==> config.mk <==
export PLATFORM = sky130hd
export DESIGN_NAME = key_step_counter
export DESIGN_NICKNAME = d
export VERILOG_FILES = /design/src/rtl/key_pkg.sv /design/src/rtl/key_debounce.sv /design/src/rtl/key_step_counter.sv
export SDC_FILE = /design/constraint.sdc
export NUM_CORES = 1
export LEC_CHECK = 0
export CORE_MARGIN = 1.5
export CORE_UTILIZATION = 45
export CTS_BUF_LIST = sky130_fd_sc_hd__clkbuf_8 sky130_fd_sc_hd__clkbuf_16
export CTS_CLUSTER_DIAMETER = 120
export CTS_CLUSTER_SIZE = 24
export DETAILED_ROUTE_END_ITERATION = 8
export PLACE_DENSITY = 0.65
export SLEW_MARGIN = 0
export SYNTH_ARGS = -nofsm -noshare
export SYNTH_HDL_FRONTEND = slang
export SYNTH_SLANG_ARGS = --single-unit
==> constraint.sdc <==
create_clock -name CLK -period 2.2 [get_ports CLK]
set_input_delay 0.44 -clock CLK [delete_from_list [all_inputs] [get_ports CLK]]
set_output_delay 0.44 -clock CLK [all_outputs]
set_load 0.02 [all_outputs]
==> src/rtl/key_pkg.sv <==
// +----------------------------------------------------------------------+
// | key_pkg: shared constants and helpers for the push-button front end   |
// | Revision: 1.0                                                         |
// +----------------------------------------------------------------------+
`default_nettype none

package key_pkg;

  localparam int CLK_HZ          = 50_000_000;
  localparam int DB_CYCLES_DEF   = 500_000;
  localparam int AUTO_CYCLES_DEF = 50_000_000;

  localparam int KEY_STEP = 0;
  localparam int KEY_MODE = 1;

  // Bits needed for a counter that runs 0..n-1 (at least one bit).
  function automatic int cnt_width(input int n);
    return (n < 2) ? 1 : $clog2(n);
  endfunction

endpackage

`default_nettype wire

==> src/rtl/key_debounce.sv <==
// +----------------------------------------------------------------------+
// | key_debounce: 2-flop synchroniser, stability counter, press strobe    |
// | Revision: 1.0                                                         |
// +----------------------------------------------------------------------+
`default_nettype none

module key_debounce
  import key_pkg::*;
#(
  parameter int DB_CYCLES = DB_CYCLES_DEF
) (
  input  logic clk_i,
  input  logic rst_i,
  input  logic key_n_i,
  output logic level_o,
  output logic press_o
);

  localparam int             CW      = cnt_width(DB_CYCLES);
  localparam logic [CW-1:0]  DB_LAST = CW'(DB_CYCLES - 1);

  logic          sync1_q, sync2_q;
  logic          level_q, level_d;
  logic          press_q, press_d;
  logic [CW-1:0] cnt_q, cnt_d;

  always_comb begin
    level_d = level_q;
    press_d = 1'b0;
    cnt_d   = '0;
    if (sync2_q != level_q) begin
      if (cnt_q == DB_LAST) begin
        level_d = ~level_q;
        // Only the released->pressed transition produces a strobe.
        press_d = level_q;
      end else begin
        cnt_d = cnt_q + CW'(1);
      end
    end
  end

  always_ff @(posedge clk_i) begin
    if (rst_i) begin
      sync1_q <= 1'b1;
      sync2_q <= 1'b1;
      level_q <= 1'b1;
      press_q <= 1'b0;
      cnt_q   <= '0;
    end else begin
      sync1_q <= key_n_i;
      sync2_q <= sync1_q;
      level_q <= level_d;
      press_q <= press_d;
      cnt_q   <= cnt_d;
    end
  end

  assign level_o = level_q;
  assign press_o = press_q;

endmodule

`default_nettype wire

==> src/rtl/key_step_counter.sv <==
// +----------------------------------------------------------------------+
// | key_step_counter: debounced manual/auto step counter for board input  |
// | Revision: 1.0                                                         |
// +----------------------------------------------------------------------+
`default_nettype none

module key_step_counter
  import key_pkg::*;
#(
  parameter int CNT_W       = 3,
  parameter int DB_CYCLES   = DB_CYCLES_DEF,
  parameter int AUTO_CYCLES = AUTO_CYCLES_DEF
) (
  input  logic             CLK,
  input  logic             RST,
  input  logic [1:0]       KEY_N,
  output logic [CNT_W-1:0] COUNT,
  output logic             STEP_PULSE,
  output logic             WRAP,
  output logic             AUTO_MODE
);

  localparam int            TW        = cnt_width(AUTO_CYCLES);
  localparam logic [TW-1:0] AUTO_LAST = TW'(AUTO_CYCLES - 1);

  logic [1:0]       press;
  logic [1:0]       level_unused;

  logic [CNT_W-1:0] count_q, count_d;
  logic             pulse_q, pulse_d;
  logic             wrap_q, wrap_d;
  logic             auto_q, auto_d;
  logic [TW-1:0]    timer_q, timer_d;
  logic             tick;
  logic             step;

  for (genvar k = 0; k < 2; k++) begin : g_key
    key_debounce #(
      .DB_CYCLES (DB_CYCLES)
    ) u_db (
      .clk_i   (CLK),
      .rst_i   (RST),
      .key_n_i (KEY_N[k]),
      .level_o (level_unused[k]),
      .press_o (press[k])
    );
  end

  always_comb begin
    tick    = auto_q && (timer_q == AUTO_LAST);
    // A manual press and an auto tick in the same cycle merge into one step.
    step    = press[KEY_STEP] | tick;
    auto_d  = auto_q ^ press[KEY_MODE];
    timer_d = '0;
    if (!press[KEY_MODE] && auto_q && !tick) begin
      timer_d = timer_q + TW'(1);
    end
    count_d = step ? count_q + CNT_W'(1) : count_q;
    pulse_d = step;
    wrap_d  = step && (count_q == '1);
  end

  always_ff @(posedge CLK) begin
    if (RST) begin
      count_q <= '0;
      pulse_q <= 1'b0;
      wrap_q  <= 1'b0;
      auto_q  <= 1'b0;
      timer_q <= '0;
    end else begin
      count_q <= count_d;
      pulse_q <= pulse_d;
      wrap_q  <= wrap_d;
      auto_q  <= auto_d;
      timer_q <= timer_d;
    end
  end

  assign COUNT      = count_q;
  assign STEP_PULSE = pulse_q;
  assign WRAP       = wrap_q;
  assign AUTO_MODE  = auto_q;

endmodule

`default_nettype wire

# Word level (Yosys, flattened, before mapping)
# Cells that the tools add are included.
word_totals:
  wordCells: 47
  out_inout_bits: 6
  inputBits: 4
  register_bits: 78
op_classes:
  bitwise_logic: 9
  n_reduce_logical: 13
  eq_ne: 6
  addsub: 4
op_table:
  columns: ["cell", "n"]
  rows:
  - ["$add A19 B1 Y19 const B", 2]
  - ["$eq A19 B19 Y1 const B", 2]
  - ["$add A26 B1 Y26 const B", 1]
  - ["$eq A26 B26 Y1 const B", 1]
  - ["$reduce_or A3 Y1", 4]
  - ["$not A1 Y1", 7]
  - ["$logic_and A1 B1 Y1", 4]
  - ["$reduce_and A2 Y1", 2]
  - ["$add A3 B1 Y3 const B", 1]
  - ["$eq A3 B3 Y1 const B", 1]
  - ["$logic_not A1 Y1", 2]
  - ["$ne A1 B1 Y1", 2]
  - ["$reduce_or A2 Y1", 1]
  - ["$or A1 B1 Y1", 1]
  - ["$xor A1 B1 Y1", 1]

# Longest topological paths before layout
logic_depth:
  depth_word: 6
  depth_mapped: 7
  depth_no_buf: 5

# By module
# From an unflattened synthesis, not the netlist that was laid out.
hier_totals:
  cells_unflattened: 397
  hier_area_um2: 3560.9
modules_own_cells:
  columns: ["mod", "seq_area_each_um2", "n_inst", "cells_each", "area_each_um2"]
  rows:
  - ["key_debounce", 460.4, 2, 112, 1033.5]
  - ["key_step_counter", 640.6, 1, 173, 1493.9]

# Worst setup path before layout
# OpenSTA, ideal clock, no wires.
synth_path:
  kind: "register -> register"
  startpoint: "register g_key[0].u_db.cnt_q[5]"
  endpoint: "register g_key[0].u_db.cnt_q[10]"
  setup_time_ns: 0.115
  n_path_buf: 1
  slack_ns: 0.264
  arrival_time_ns: 1.821
  required_time_ns: 2.085
  path_stages_with_launch: 6
  path_cell_list: "dfxtp_1 > or4b_1 > or4_4 > o21ai_4 > buf_6 > nor2_1"
synth_via:
  elab_chain_cells: 2
synth_lines:
  columns: ["item", "line_no", "rtl"]
  rows:
  - ["from (decl)", "key_debounce.sv:25", "logic [CW-1:0] cnt_q, cnt_d;"]
  - ["from (signal assigned)", "key_debounce.sv:54", "cnt_q <= cnt_d;"]
  - ["parallel branches: the longest is 2 deep, another holds $add A19 B1 Y19", null, null]
# Several ways; the timed one is not identified.
# A chain may end at the register's enable or synchronous reset.

# Worst setup path after layout
layout_path:
  startpoint: "register timer_q[19]"
  endpoint: "register timer_q[24]"
layout_via:
  elab_chain_cells: 6
layout_lines:
  columns: ["item", "line_no", "rtl"]
  rows:
  - ["from (decl)", "key_step_counter.sv:33", "logic [TW-1:0] timer_q, timer_d;"]
  - ["from (signal assigned)", "key_step_counter.sv:75", "timer_q <= timer_d;"]
  - ["parallel branches: the longest is 6 deep, another holds $add A26 B1 Y26", null, null]
# Several ways; the timed one is not identified.

==> metrics list <==
- Count of pins over their slew limit: 0
- Number of nets in the final layout: 420
- The final route contains 2,746 vias.
- The number of placed instances, taps included, is around 500.
- For the finished layout, the period the worst path requires is 1990 ps.
- Flops & latches, synth: between 70 and 80
- The worst-case IR drop observed on VDD is just over 0.0003 V.
- Post-route clock period utilization: 90.5%
- In the routed layout, each cell is associated on average with a via count of between 5 and 6.
- In this run the tightest slew margin relative to its limit is roughly two thirds.
- Synth warn: 0
- PostCTS Resize Cnt: 0
- Area Growth Syn to Fin: 13.4%
* EDFF count, synth: 0
- Of all flip-flops after synthesis, the portion carrying an async set or reset was 0%.
- The via count of the first global-routing pass is approximately 2,500.
- Start point of the critical path: timer_q[19]
- Clock skew on the completed layout was measured at roughly 9.0 ps.
- The initial antenna violation count came to 0.
* Global routing usage on met1: roughly a quarter
* Estimated wirelength of the detail-placed design: about 4500 um
* Final estimated routing congestion in global placement: 0.786
- Count of TritonRoute iterations in the first routing pass: 4
- The count of buffers added on input and output ports is 9.
* Launch point of the worst hold path: g_key[0].u_db.sync1_q
* Netlist Area Pre-Place: ~0.0034 sq mm
* Gr ovfl total: 0
- Overall power consumption after layout is estimated at 2470 uW.
- Required time worst endpoint: approximately 2400 ps
- In the final routed layout, each cell accounts on average for 12.4 um.
* Total CTS buffers: 9
- Die X: between 90 and 100 um
- H-tree level count: 3
* Initial core utilization: between 40% and 50%
- Pin count of the biggest net entering global routing: 27
- Across the run, the number of max-cap violations was 0.
- After floorplanning, the core was divided into 31 placement rows.
- Most frequently used flop master after synthesis: dfxtp_1
- Most frequent cells in the layout: dfxtp_1, nor2_1, nand2_1, a21oi_1, xnor2_1
- Worst Hold End: g_key[0].u_db.sync2_q
- Setup Buffers After CTS: 0
- Of the cells placed in the final design, the portion with a size suffix greater than 1 is about a tenth.
* Cells taking the most area after synthesis: dfxtp_1, xnor2_1, nor2_1, xor2_1, a21oi_1
* Synth Net Count: ~400
* Iter 0 DRT Violations: slightly above 90
- After synthesis, flip-flops and latches occupy 45.4% of the total area.
- The flow ran to the end, and the final reports show no timing, DRC or antenna violations.
* Routed wire length: 6360 um
- Die Y: 90.4 um
- Die area: 0.00817 sq mm
* Clock sink count: slightly below 80
- Met3 track demand over resource in global routing: roughly 4.0%
- In this run the static leakage power is 0.00117 uW.
- 10 I/O pins were placed.
- Worst setup slack for register-to-register paths: about 210 ps
* Met2 demand-to-capacity share in global routing: 25.1%
* Global route hottest layer: met2
* First-pass GRT wire length: ~11,000 um
- STA classifies the critical path startpoint as a flop.
- Ratio of total power to cell area: approximately 630 mW/mm^2
* Reg-to-reg startpoint: timer_q[19]
- The endpoint identified for the worst register-to-register timing path is timer_q[24].
* Syn Inst Count: 388
- Setup repair after global routing missed its margin: no
* Antenna violation net count after detailed routing: 0
- Total count of hold-check failures in the final report: 0
- Once layout is complete, the utilization of the core stands at a little over half.
- CP Max Fanout: 26
* Post-synth top area share: between 40% and 50%
* CP endpoint kind: flop
- Along the worst hold path, the cell count comes to 1.
* Clock-pin slew on the worst setup and hold paths: approximately 80 ps
- Global-route usage over all layers: between 10% and 20%
- Core Region: approximately 0.0073 sq mm
- Clock latency on the worst-skew pair: roughly 340 ps
- A synthesized cell averages approximately 9 sq um.
- CTS tree: built
* DRC: 0
- In this run the worst hold path is classified as flop to flop.
* Worst slack at placement: roughly 220 ps
- The filler cells instantiated in the layout total around 670.
* Deepest clock path buffer count: 2
* Setup TNS Final: 0 ps
- Setup violations remaining at the end of the flow were counted as 0.
* Worst endpoint data arrival time: around 2200 ps
* Path type of the worst setup path: flop to flop
- Antenna diode count: 0
- Leaving out filler cells and counting taps, the final layout contains approximately 500.
- Cell taking the most area after synthesis: dfxtp_1
- The number of hold buffers added after CTS was 0.
- Achievable Freq: ~0.5 GHz
- Final WS setup: between 200 and 250 ps
* Transition at the pin with the smallest max-transition slack: between 400 and 500 ps
- For the worst flop-to-flop path, the logic depth is 5.
* Leading cell type in the layout, fill and taps excluded: dfxtp_1
- Root buf cell: clkbuf_8
* Count of different cell masters after synthesis: 42
[final cells by class]
| cell class | instances | area (sq um) | area share, % |
|---|---|---|---|
| Clock buffer | 9 | 124 | 3.18 |
| Tap cell | 99 | 124 | 3.18 |
| Sequential cell | 78 | 1560 | 40.1 |
| Multi-Input combinational cell | 291 | 1790 | 46.0 |
| Clock inverter | 7 | 66.3 | 1.70 |
| Inverter | 8 | 30.0 | 0.770 |
| Timing Repair Buffer | 22 | 200 | 5.13 |
[critical path, cell delays in order, from the launching register on]
cell	delay (ps)
dfxtp_1	440
or4bb_1	510
nor4_1	430
a211o_1	250
buf_12	180
a21oi_1	60
[cells in the mapped netlist (3+ instances only)]
library cell / count
dfxtp_1: 78
nor2_1: 49
nand2_1: 30
a21oi_1: 24
xnor2_1: 22
nand3_1: 21
xor2_1: 15
or3_1: 14
nand4_1: 13
o21ai_0: 13
or4_1: 13
o31ai_1: 11
inv_1: 8
nor3_1: 8
nor4_1: 7
and3_1: 6
clkbuf_1: 6
ha_1: 6
or2_2: 6
and4_1: 5
nor4b_1: 5
buf_2: 3
[logic make-up (layout without fill, tap and decap cells)]
group	count (synthesis)	after routing	share of synthesized area, %
buffers and inverters	19	46	2.44
AND/OR/NAND/NOR	192	192	30.5
multiplexers	3	3	0.910
flip-flops	78	78	45.4
XOR/XNOR	37	37	9.43
AO/OA/AOI/OAI	53	53	9.17
adder cells (fa/ha/maj)	6	6	2.18
[per-layer routing]
metal  wire, um  part of all wire (%)  vias up
li1           -                     -     1439
met1       3400                    53     1265
met2       2730                    43       33
met5          0                     0        -
met4         70                   1.1        0
met3        162                   2.5        9
[registers in the layout, indices dropped and copies added, names as in the netlist]
signal,count
STEP_PULSE,1
g_key.u_db.sync1_q,2
g_key.u_db.level_o,2
timer_q,26
COUNT,3
g_key.u_db.press_o,2
AUTO_MODE,1
g_key.u_db.sync2_q,2
WRAP,1
g_key.u_db.cnt_q,38
[power by group]
group          internal, uW  switching (uW)
registers              1410            2.70
clock network           516             509
logic                  12.8            13.6
[worst max-delay path by stage]
stage	cells past startpoint	endpoint	slack, ps
after global placement	5	g_key[0].u_db.cnt_q[17]	250
final	5	timer_q[24]	210
after floorplan	5	g_key[0].u_db.cnt_q[10]	260
after detailed placement	5	timer_q[23]	220
after global routing	5	WRAP	50
after CTS	5	g_key[0].u_db.cnt_q[16]	210
[through the flow]
| step | cell area (sq um) | hold slack [ps] |
|---|---|---|
| after floorplan | 3440 | 389 |
| after global placement | 3710 | 393 |
| after detailed placement | 3710 | 397 |
| after CTS | 3900 | 415 |
| after global routing | 3900 | 431 |
| final | 3900 | 410 |
Power figures use the tool's default switching activity.
